==> src/rtl/uart_pkg.sv <==
// Shared definitions for the UART receive path.
//   uart_state_e    : receiver FSM states
//   PARITY_*        : encodings of the PARITY_MODE parameter
//   parity_mismatch : parity check on a received word and its parity bit
package uart_pkg;

    typedef enum logic [2:0] {
        ST_IDLE,
        ST_START,
        ST_DATA,
        ST_PARITY,
        ST_STOP
    } uart_state_e;

    localparam int PARITY_NONE = 0;
    localparam int PARITY_EVEN = 1;
    localparam int PARITY_ODD  = 2;

    // Words narrower than 9 bits are zero-extended by the caller, which does
    // not change the XOR. Even parity expects XOR(data, bit) = 0, odd expects 1.
    function automatic logic parity_mismatch(input logic [8:0] word,
                                             input logic       par_bit,
                                             input int         mode);
        logic x;
        x = ^{word, par_bit};
        return (mode == PARITY_ODD) ? ~x : x;
    endfunction

endpackage

==> src/rtl/uart_sync2.sv <==
// Two-flop synchroniser for a single asynchronous input.
//   clk, rst_n : clock and asynchronous active-low reset
//   d          : asynchronous input
//   q          : synchronised output; both flops reset to RESET_VAL
module uart_sync2 #(
    parameter logic RESET_VAL = 1'b1
) (
    input  logic clk,
    input  logic rst_n,
    input  logic d,
    output logic q
);

    logic meta_q;
    logic sync_q;

    // NOTE: sequential state is always assigned with non-blocking (<=) so every
    // flop samples the pre-edge value of its source; blocking here would
    // collapse the two stages into one.
    always_ff @(posedge clk or negedge rst_n) begin
        if (!rst_n) begin
            meta_q <= RESET_VAL;
            sync_q <= RESET_VAL;
        end else begin
            meta_q <= d;
            sync_q <= meta_q;
        end
    end

    assign q = sync_q;

endmodule

==> src/rtl/uart_rx_core.sv <==
// Oversampling UART receiver with a single-entry valid/ready output register.
//   clk, rst_n   : clock, asynchronous active-low reset
//   en_rx        : receiver enable; low aborts any frame in progress
//   tick         : one-clk pulse at OVERSAMPLE x baud
//   u_rx         : asynchronous serial line, idle high
//   data         : received word (first bit on the line is bit 0)
//   rx_valid     : data holds an unread frame; cleared by rx_valid && rx_ready
//   rx_ready     : consumer accepts data
//   parity_err   : parity mismatch, sideband with data
//   frame_err    : a stop bit sampled low, sideband with data
//   overrun      : one-clk pulse when a completed frame is dropped
module uart_rx_core
    import uart_pkg::*;
#(
    parameter int DATA_BITS   = 8,
    parameter int OVERSAMPLE  = 16,
    parameter int PARITY_MODE = PARITY_EVEN,
    parameter int STOP_BITS   = 1
) (
    input  logic                 clk,
    input  logic                 rst_n,
    input  logic                 en_rx,
    input  logic                 tick,
    input  logic                 u_rx,
    output logic [DATA_BITS-1:0] data,
    output logic                 rx_valid,
    input  logic                 rx_ready,
    output logic                 parity_err,
    output logic                 frame_err,
    output logic                 overrun
);

    localparam int               CNT_W     = $clog2(OVERSAMPLE);
    localparam logic [CNT_W-1:0] HALF_LAST = CNT_W'(OVERSAMPLE / 2 - 1);
    localparam logic [CNT_W-1:0] FULL_LAST = CNT_W'(OVERSAMPLE - 1);
    localparam logic [3:0]       DATA_LAST = 4'(DATA_BITS - 1);
    localparam logic [3:0]       STOP_LAST = 4'(STOP_BITS - 1);

    // ------------------------------------------------------------------
    // Line synchronisation and start-edge detection
    // ------------------------------------------------------------------
    logic rx_s;

    uart_sync2 #(.RESET_VAL(1'b1)) u_sync (
        .clk   (clk),
        .rst_n (rst_n),
        .d     (u_rx),
        .q     (rx_s)
    );

    logic       rx_prev_q;
    logic [2:0] settle_q, settle_d;
    logic       line_fell;

    // The synchroniser leaves reset at 1, so a line already low at release
    // would look like a falling edge two clocks later. Edge detection is held
    // off until the synchroniser and rx_prev_q carry real line samples.
    assign settle_d  = {settle_q[1:0], 1'b1};
    assign line_fell = settle_q[2] & rx_prev_q & ~rx_s;

    always_ff @(posedge clk or negedge rst_n) begin
        if (!rst_n) begin
            rx_prev_q <= 1'b1;
            settle_q  <= '0;
        end else begin
            rx_prev_q <= rx_s;
            settle_q  <= settle_d;
        end
    end

    // ------------------------------------------------------------------
    // Receive FSM
    // ------------------------------------------------------------------
    uart_state_e            state_q, state_d;
    logic [CNT_W-1:0]       cnt_q, cnt_d;
    logic [3:0]             bit_q, bit_d;
    logic [DATA_BITS-1:0]   shift_q, shift_d;
    logic                   perr_q, perr_d;
    logic                   ferr_q, ferr_d;
    logic                   frame_done;
    logic                   sample_full;

    assign sample_full = tick && (cnt_q == FULL_LAST);

    // NOTE: every always_comb output gets a default before any branch, so no
    // path leaves a signal unassigned and no latch is inferred.
    always_comb begin
        state_d    = state_q;
        cnt_d      = cnt_q;
        bit_d      = bit_q;
        shift_d    = shift_q;
        perr_d     = perr_q;
        ferr_d     = ferr_q;
        frame_done = 1'b0;

        if (!en_rx) begin
            state_d = ST_IDLE;
            cnt_d   = '0;
            bit_d   = '0;
        end else begin
            // Tick counter runs in every active state; it restarts at each sample.
            if (state_q != ST_IDLE && tick) begin
                cnt_d = cnt_q + 1'b1;
            end

            unique case (state_q)
                ST_IDLE: begin
                    if (line_fell) begin
                        state_d = ST_START;
                        cnt_d   = '0;
                        bit_d   = '0;
                        perr_d  = 1'b0;
                        ferr_d  = 1'b0;
                    end
                end

                ST_START: begin
                    if (tick && cnt_q == HALF_LAST) begin
                        cnt_d   = '0;
                        state_d = rx_s ? ST_IDLE : ST_DATA;
                    end
                end

                ST_DATA: begin
                    if (sample_full) begin
                        cnt_d   = '0;
                        shift_d = {rx_s, shift_q[DATA_BITS-1:1]};
                        if (bit_q == DATA_LAST) begin
                            bit_d   = '0;
                            state_d = (PARITY_MODE == PARITY_NONE) ? ST_STOP : ST_PARITY;
                        end else begin
                            bit_d = bit_q + 1'b1;
                        end
                    end
                end

                ST_PARITY: begin
                    if (sample_full) begin
                        cnt_d   = '0;
                        perr_d  = parity_mismatch(9'(shift_q), rx_s, PARITY_MODE);
                        state_d = ST_STOP;
                    end
                end

                ST_STOP: begin
                    if (sample_full) begin
                        cnt_d  = '0;
                        ferr_d = ferr_q | ~rx_s;
                        if (bit_q == STOP_LAST) begin
                            bit_d      = '0;
                            frame_done = 1'b1;
                            state_d    = ST_IDLE;
                        end else begin
                            bit_d = bit_q + 1'b1;
                        end
                    end
                end

                default: state_d = ST_IDLE;
            endcase
        end
    end

    always_ff @(posedge clk or negedge rst_n) begin
        if (!rst_n) begin
            state_q <= ST_IDLE;
            cnt_q   <= '0;
            bit_q   <= '0;
            shift_q <= '0;
            perr_q  <= 1'b0;
            ferr_q  <= 1'b0;
        end else begin
            state_q <= state_d;
            cnt_q   <= cnt_d;
            bit_q   <= bit_d;
            shift_q <= shift_d;
            perr_q  <= perr_d;
            ferr_q  <= ferr_d;
        end
    end

    // ------------------------------------------------------------------
    // Output register and valid/ready handshake
    // ------------------------------------------------------------------
    logic [DATA_BITS-1:0] data_q, data_d;
    logic                 rx_valid_q, rx_valid_d;
    logic                 parity_err_q, parity_err_d;
    logic                 frame_err_q, frame_err_d;
    logic                 overrun_q, overrun_d;

    always_comb begin
        data_d       = data_q;
        rx_valid_d   = rx_valid_q;
        parity_err_d = parity_err_q;
        frame_err_d  = frame_err_q;
        overrun_d    = 1'b0;

        if (rx_valid_q && rx_ready) begin
            rx_valid_d = 1'b0;
        end

        // A frame completing in the handshake cycle replaces the accepted one;
        // otherwise an unread word is kept and the new frame is dropped.
        if (frame_done) begin
            if (!rx_valid_q || rx_ready) begin
                data_d       = shift_q;
                parity_err_d = perr_q;
                frame_err_d  = ferr_d;
                rx_valid_d   = 1'b1;
            end else begin
                overrun_d = 1'b1;
            end
        end
    end

    always_ff @(posedge clk or negedge rst_n) begin
        if (!rst_n) begin
            data_q       <= '0;
            rx_valid_q   <= 1'b0;
            parity_err_q <= 1'b0;
            frame_err_q  <= 1'b0;
            overrun_q    <= 1'b0;
        end else begin
            data_q       <= data_d;
            rx_valid_q   <= rx_valid_d;
            parity_err_q <= parity_err_d;
            frame_err_q  <= frame_err_d;
            overrun_q    <= overrun_d;
        end
    end

    assign data       = data_q;
    assign rx_valid   = rx_valid_q;
    assign parity_err = parity_err_q;
    assign frame_err  = frame_err_q;
    assign overrun    = overrun_q;

endmodule

==> config.mk <==
export PLATFORM = sky130hd
export DESIGN_NAME = uart_rx_core
export DESIGN_NICKNAME = d
export VERILOG_FILES = /design/src/rtl/uart_pkg.sv /design/src/rtl/uart_sync2.sv /design/src/rtl/uart_rx_core.sv
export SDC_FILE = /design/constraint.sdc
export NUM_CORES = 1
export LEC_CHECK = 0
export BUFFER_PORTS_ARGS = -buffer_cell sky130_fd_sc_hd__clkbuf_2
export CAP_MARGIN = 25
export CORE_AREA = 3 3 51 100
export CTS_CLUSTER_SIZE = 28
export DETAILED_ROUTE_END_ITERATION = 8
export DIE_AREA = 0 0 54 103
export GPL_TIMING_DRIVEN = 0
export SYNTH_ARGS = -nofsm -noshare
export SYNTH_HDL_FRONTEND = slang
export SYNTH_SLANG_ARGS = --single-unit
==> constraint.sdc <==
create_clock -name clk -period 2.2 [get_ports clk]
set_input_delay 0.33 -clock clk [delete_from_list [all_inputs] [get_ports clk]]
set_output_delay 0.33 -clock clk [all_outputs]
set_load 0.03 [all_outputs]
==> impl_metrics.xml <==
<?xml version="1.0" encoding="UTF-8"?>
<metrics>
  <group name="setup_path">
    <metric name="critical_path_peak_fanout" unit="">10</metric>
    <metric name="endpoint_kind" unit="">flop</metric>
    <metric name="criticalPathCategory" unit="">flop to flop</metric>
    <metric name="crit-reg2reg-launch" unit="">bit_q[0]$_DFFE_PN0P_</metric>
    <metric name="critPathRequiredTime" unit="ns">2.37</metric>
    <metric name="rrSetupSlack" unit="ns">0.26</metric>
    <metric name="worst-r2r-cell-count" unit="">5</metric>
    <metric name="critical_path.reg2reg.endpoint" unit="">data[7]$_DFFE_PN0P_</metric>
    <metric name="cp_data_arrival_time" unit="ns">2.11</metric>
    <metric name="critical_path.startpoint_type" unit="">flop</metric>
  </group>
  <group name="synthesis">
    <metric name="synth-edff-count" unit="">0</metric>
    <metric name="synth.yosys.warnings" unit="">0</metric>
    <metric name="netlist_top_cells_area" unit="">dfrtp_1 46%, mux2_2 9.8%, dfstp_2 4.0%, nor3b_1 2.7%, xnor2_1 2.2%</metric>
    <metric name="synth.top_cell.area_share" unit="%">46.2</metric>
    <metric name="seq_area_frac_synth" unit="%">50.3</metric>
    <metric name="synth.most_common_cell" unit="">dfrtp_1</metric>
    <metric name="syn-cell-area" unit="sq um">1950</metric>
    <metric name="synth-seq-cells" unit="">39</metric>
    <metric name="mapped_nets" unit="">173</metric>
    <metric name="synth_top_area_cell" unit="">dfrtp_1</metric>
    <metric name="post_synth_most_frequent_cells" unit="">36 x dfrtp_1, 17 x mux2_2, 8 x nand2_1, 7 x nor3b_1</metric>
    <metric name="asyncSetResetFlopFracSynth" unit="%">100</metric>
    <metric name="avgSynthCellArea" unit="sq um">11.9</metric>
    <metric name="number_of_standard_cells_after_synthesis" unit="">164</metric>
    <metric name="dominantRegCellSynth" unit="">dfrtp_1</metric>
    <metric name="synth_cell_type_count" unit="">51</metric>
  </group>
  <group name="floorplanning">
    <metric name="floorplan.die_area" unit="sq um">5560</metric>
    <metric name="die_y" unit="um">103</metric>
    <metric name="floorplan.initialDensity" unit="%">44.5</metric>
    <metric name="ios" unit="">18</metric>
    <metric name="num_rows" unit="">34</metric>
    <metric name="coreArea" unit="sq um">4380</metric>
    <metric name="floorplan.die.width" unit="um">54</metric>
  </group>
  <group name="clock_network">
    <metric name="root_buffer" unit="">clkbuf_8</metric>
    <metric name="htree_levels" unit="">2</metric>
    <metric name="cts_tree" unit="">built</metric>
    <metric name="post_cts_hold_buffer_count" unit="">0</metric>
    <metric name="clkSlewWorstSetupHoldPaths" unit="ns">0.08</metric>
    <metric name="numCtsBuffers" unit="">5</metric>
    <metric name="clock_tree.buffer_depth" unit="">2</metric>
    <metric name="cts-resized-gates" unit="">0</metric>
    <metric name="tritoncts_sink_count" unit="">39</metric>
    <metric name="insertion_delay" unit="ns">0.29</metric>
    <metric name="post_cts_buffers" unit="">0</metric>
  </group>
  <group name="placed_design">
    <metric name="gp_congestion" unit="">0.960</metric>
    <metric name="buffer_ports.inserted" unit="">17</metric>
    <metric name="detailed_placement_hpwl" unit="um">2930</metric>
    <metric name="detailed_place.area" unit="sq um">2100</metric>
  </group>
  <group name="sta">
    <metric name="timing.slew.headroom" unit="%">56.3</metric>
    <metric name="timing.fmax" unit="GHz">0.515</metric>
    <metric name="worst-slew-pin-transition" unit="ns">0.648</metric>
    <metric name="final.period_utilization" unit="%">88.2</metric>
    <metric name="worst_hold_slack" unit="ns">-0.00166</metric>
    <metric name="fin_crit" unit="ns">1.94</metric>
    <metric name="final_setup_fails" unit="">0</metric>
    <metric name="hold_viol_final" unit="">3</metric>
    <metric name="tns" unit="ns">0</metric>
    <metric name="timing_max_transition_violations_final" unit="">0</metric>
    <metric name="clock_skew" unit="ns">0.0110</metric>
    <metric name="rsz_0062_raised_after_global_routing" unit="">no</metric>
  </group>
  <group name="route">
    <metric name="dr.first_iter.drc_count" unit="">18</metric>
    <metric name="wl" unit="um">3920</metric>
    <metric name="drcViolationCount" unit="">0</metric>
    <metric name="vias" unit="">1388</metric>
    <metric name="drtPass1Iterations" unit="">4</metric>
    <metric name="routed_via_density" unit="">5.69</metric>
    <metric name="drt-wirelength-per-cell" unit="um">16.0</metric>
    <metric name="drtAntennaViolNets" unit="">0</metric>
  </group>
  <group name="finish">
    <metric name="post-route-util" unit="%">51.1</metric>
    <metric name="multi_input_area" unit="sq um">918</metric>
    <metric name="nets" unit="">198</metric>
    <metric name="layout-drive-gt1-share" unit="%">31.1</metric>
    <metric name="seqCellArea" unit="sq um">980</metric>
    <metric name="num_antenna_cells" unit="">0</metric>
    <metric name="synthToLayoutAreaGrowth" unit="%">14.9</metric>
    <metric name="post-route-cell-area" unit="sq um">2240</metric>
    <metric name="fill_cells" unit="">397</metric>
  </group>
  <group name="global_route">
    <metric name="gr-usage-all-layers" unit="%">16.7</metric>
    <metric name="antenna_found_initial" unit="">0</metric>
    <metric name="first_pass_grt_wire_length" unit="um">6850</metric>
    <metric name="first_global_vias" unit="">1558</metric>
    <metric name="grt-ovfl-total" unit="">0</metric>
    <metric name="grt_max_degree" unit="">40</metric>
  </group>
  <group name="power">
    <metric name="power.ir.vdd_worst" unit="V">0.000618</metric>
    <metric name="share_seq_of_total_power" unit="%">47.2</metric>
    <metric name="fin_total_pwr" unit="uW">1600</metric>
    <metric name="pwr-share-clk" unit="%">37.0</metric>
    <metric name="comb_power_share" unit="%">15.8</metric>
    <metric name="power.share.switching" unit="%">26.1</metric>
    <metric name="cell_internal_pwr" unit="uW">1180</metric>
    <metric name="power_per_cell_area" unit="nW/um^2">713</metric>
    <metric name="total_switching_power" unit="uW">417</metric>
    <metric name="p_leak" unit="uW">0.00106</metric>
  </group>
  <group name="status">
    <metric name="violations_in_the_final_reports" unit="">negative hold slack</metric>
    <metric name="run_status" unit="">finished with violations</metric>
  </group>
  <group name="run">
    <metric name="maxCapViolations" unit="">0</metric>
  </group>
  <group name="hold_path">
    <metric name="worst_hold_path_type" unit="">primary input to asynchronous set/reset pin</metric>
  </group>
</metrics>
[cell usage in the layout (no fill, tap or decap), types with 5 or more instances in the layout]
cell	n
dfrtp_1	36
clkbuf_2	17
nor3b_1	7
xor2_1	5
nand2_1	8
nand3_1	5
o21ai_0	5
mux2_2	17
clkbuf_8	5
inv_1	5
xnor2_1	5
[power by group through the flow]
| stage | Sequential (uW) | Combinational, uW | Clock [uW] |
|---|---|---|---|
| after floorplan | 762 | 182 | 0 |
| after global placement | 766 | 239 | 0 |
| after detailed placement | 767 | 245 | 0 |
| after CTS | 753 | 247 | 603 |
| after global routing | 757 | 279 | 627 |
| final | 753 | 253 | 590 |
[how the worst max path moves through the flow]
stage                         startpoint                  end  slack (ns)  cells past startpoint
floorplan             cnt_q[0]$_DFF_PN0_  data[7]$_DFFE_PN0P_        0.54                      5
global placement    bit_q[0]$_DFFE_PN0P_  data[7]$_DFFE_PN0P_        0.29                      5
detailed placement    cnt_q[0]$_DFF_PN0_  data[7]$_DFFE_PN0P_        0.24                      5
CTS                   cnt_q[0]$_DFF_PN0_  data[7]$_DFFE_PN0P_        0.24                      5
global route          cnt_q[0]$_DFF_PN0_  data[7]$_DFFE_PN0P_        0.11                      5
finish              bit_q[0]$_DFFE_PN0P_  data[7]$_DFFE_PN0P_        0.26                      5
[worst max-delay path, cell delays in order, from the launching register on]
cell,delay [ns]
dfrtp_1,0.42
inv_1,0.10
ha_1,0.17
nor3b_1,0.40
nand3_2,0.34
mux2_1,0.39
[per-layer routing]
layer / global-route usage [%] / vias up / share of wire, %
met5: 0 / - / 0
met4: 9.40 / 0 / 3.5
met3: 3.04 / 12 / 2.3
met2: 30.2 / 23 / 57
met1: 17.0 / 700 / 37
li1: - / 653 / -
[stage by stage]
step / cells / worst slack, ns / hold WS (ns)
after detailed placement: 235 / 0.245 / 0.341
after floorplan: 164 / 0.541 / 0.0344
final: 244 / 0.260 / -0.00166
after global placement: 235 / 0.292 / 0.345
after global routing: 244 / 0.110 / 0.0351
after CTS: 243 / 0.235 / 0.110
[area by class of cell]
class                   count  share of cell area [%]
repair buffers             18                    5.03
clock inverters             2                    1.68
well taps                  54                    3.02
multi-input cells         115                    41.0
inverters                   5                   0.838
plain buffers               5                    1.40
clock buffers               6                    3.24
flip-flops and latches     39                    43.8
[state kept, by name (all words and copies together), names as in the netlist, 3 cells and up]
register	count
bit_q	4
state_q	3
shift_q	8
data	8
settle_q	3
cnt_q	4
[logic make-up (layout without fill, tap and decap cells)]
group                    after synthesis  count (layout)  synth area share [%]
flip-flops                            39              39                  50.3
XOR/XNOR                              11              11                  5.65
AND/OR/NAND/NOR                       54              54                  17.5
multiplexers                          20              20                  11.4
adder cells (fa/ha/maj)                3               3                  1.93
AO/OA/AOI/OAI                         26              26                  10.5
buffers and inverters                 10              36                  2.57
other                                  1               1                 0.192
(Power assumes the default switching activity.)
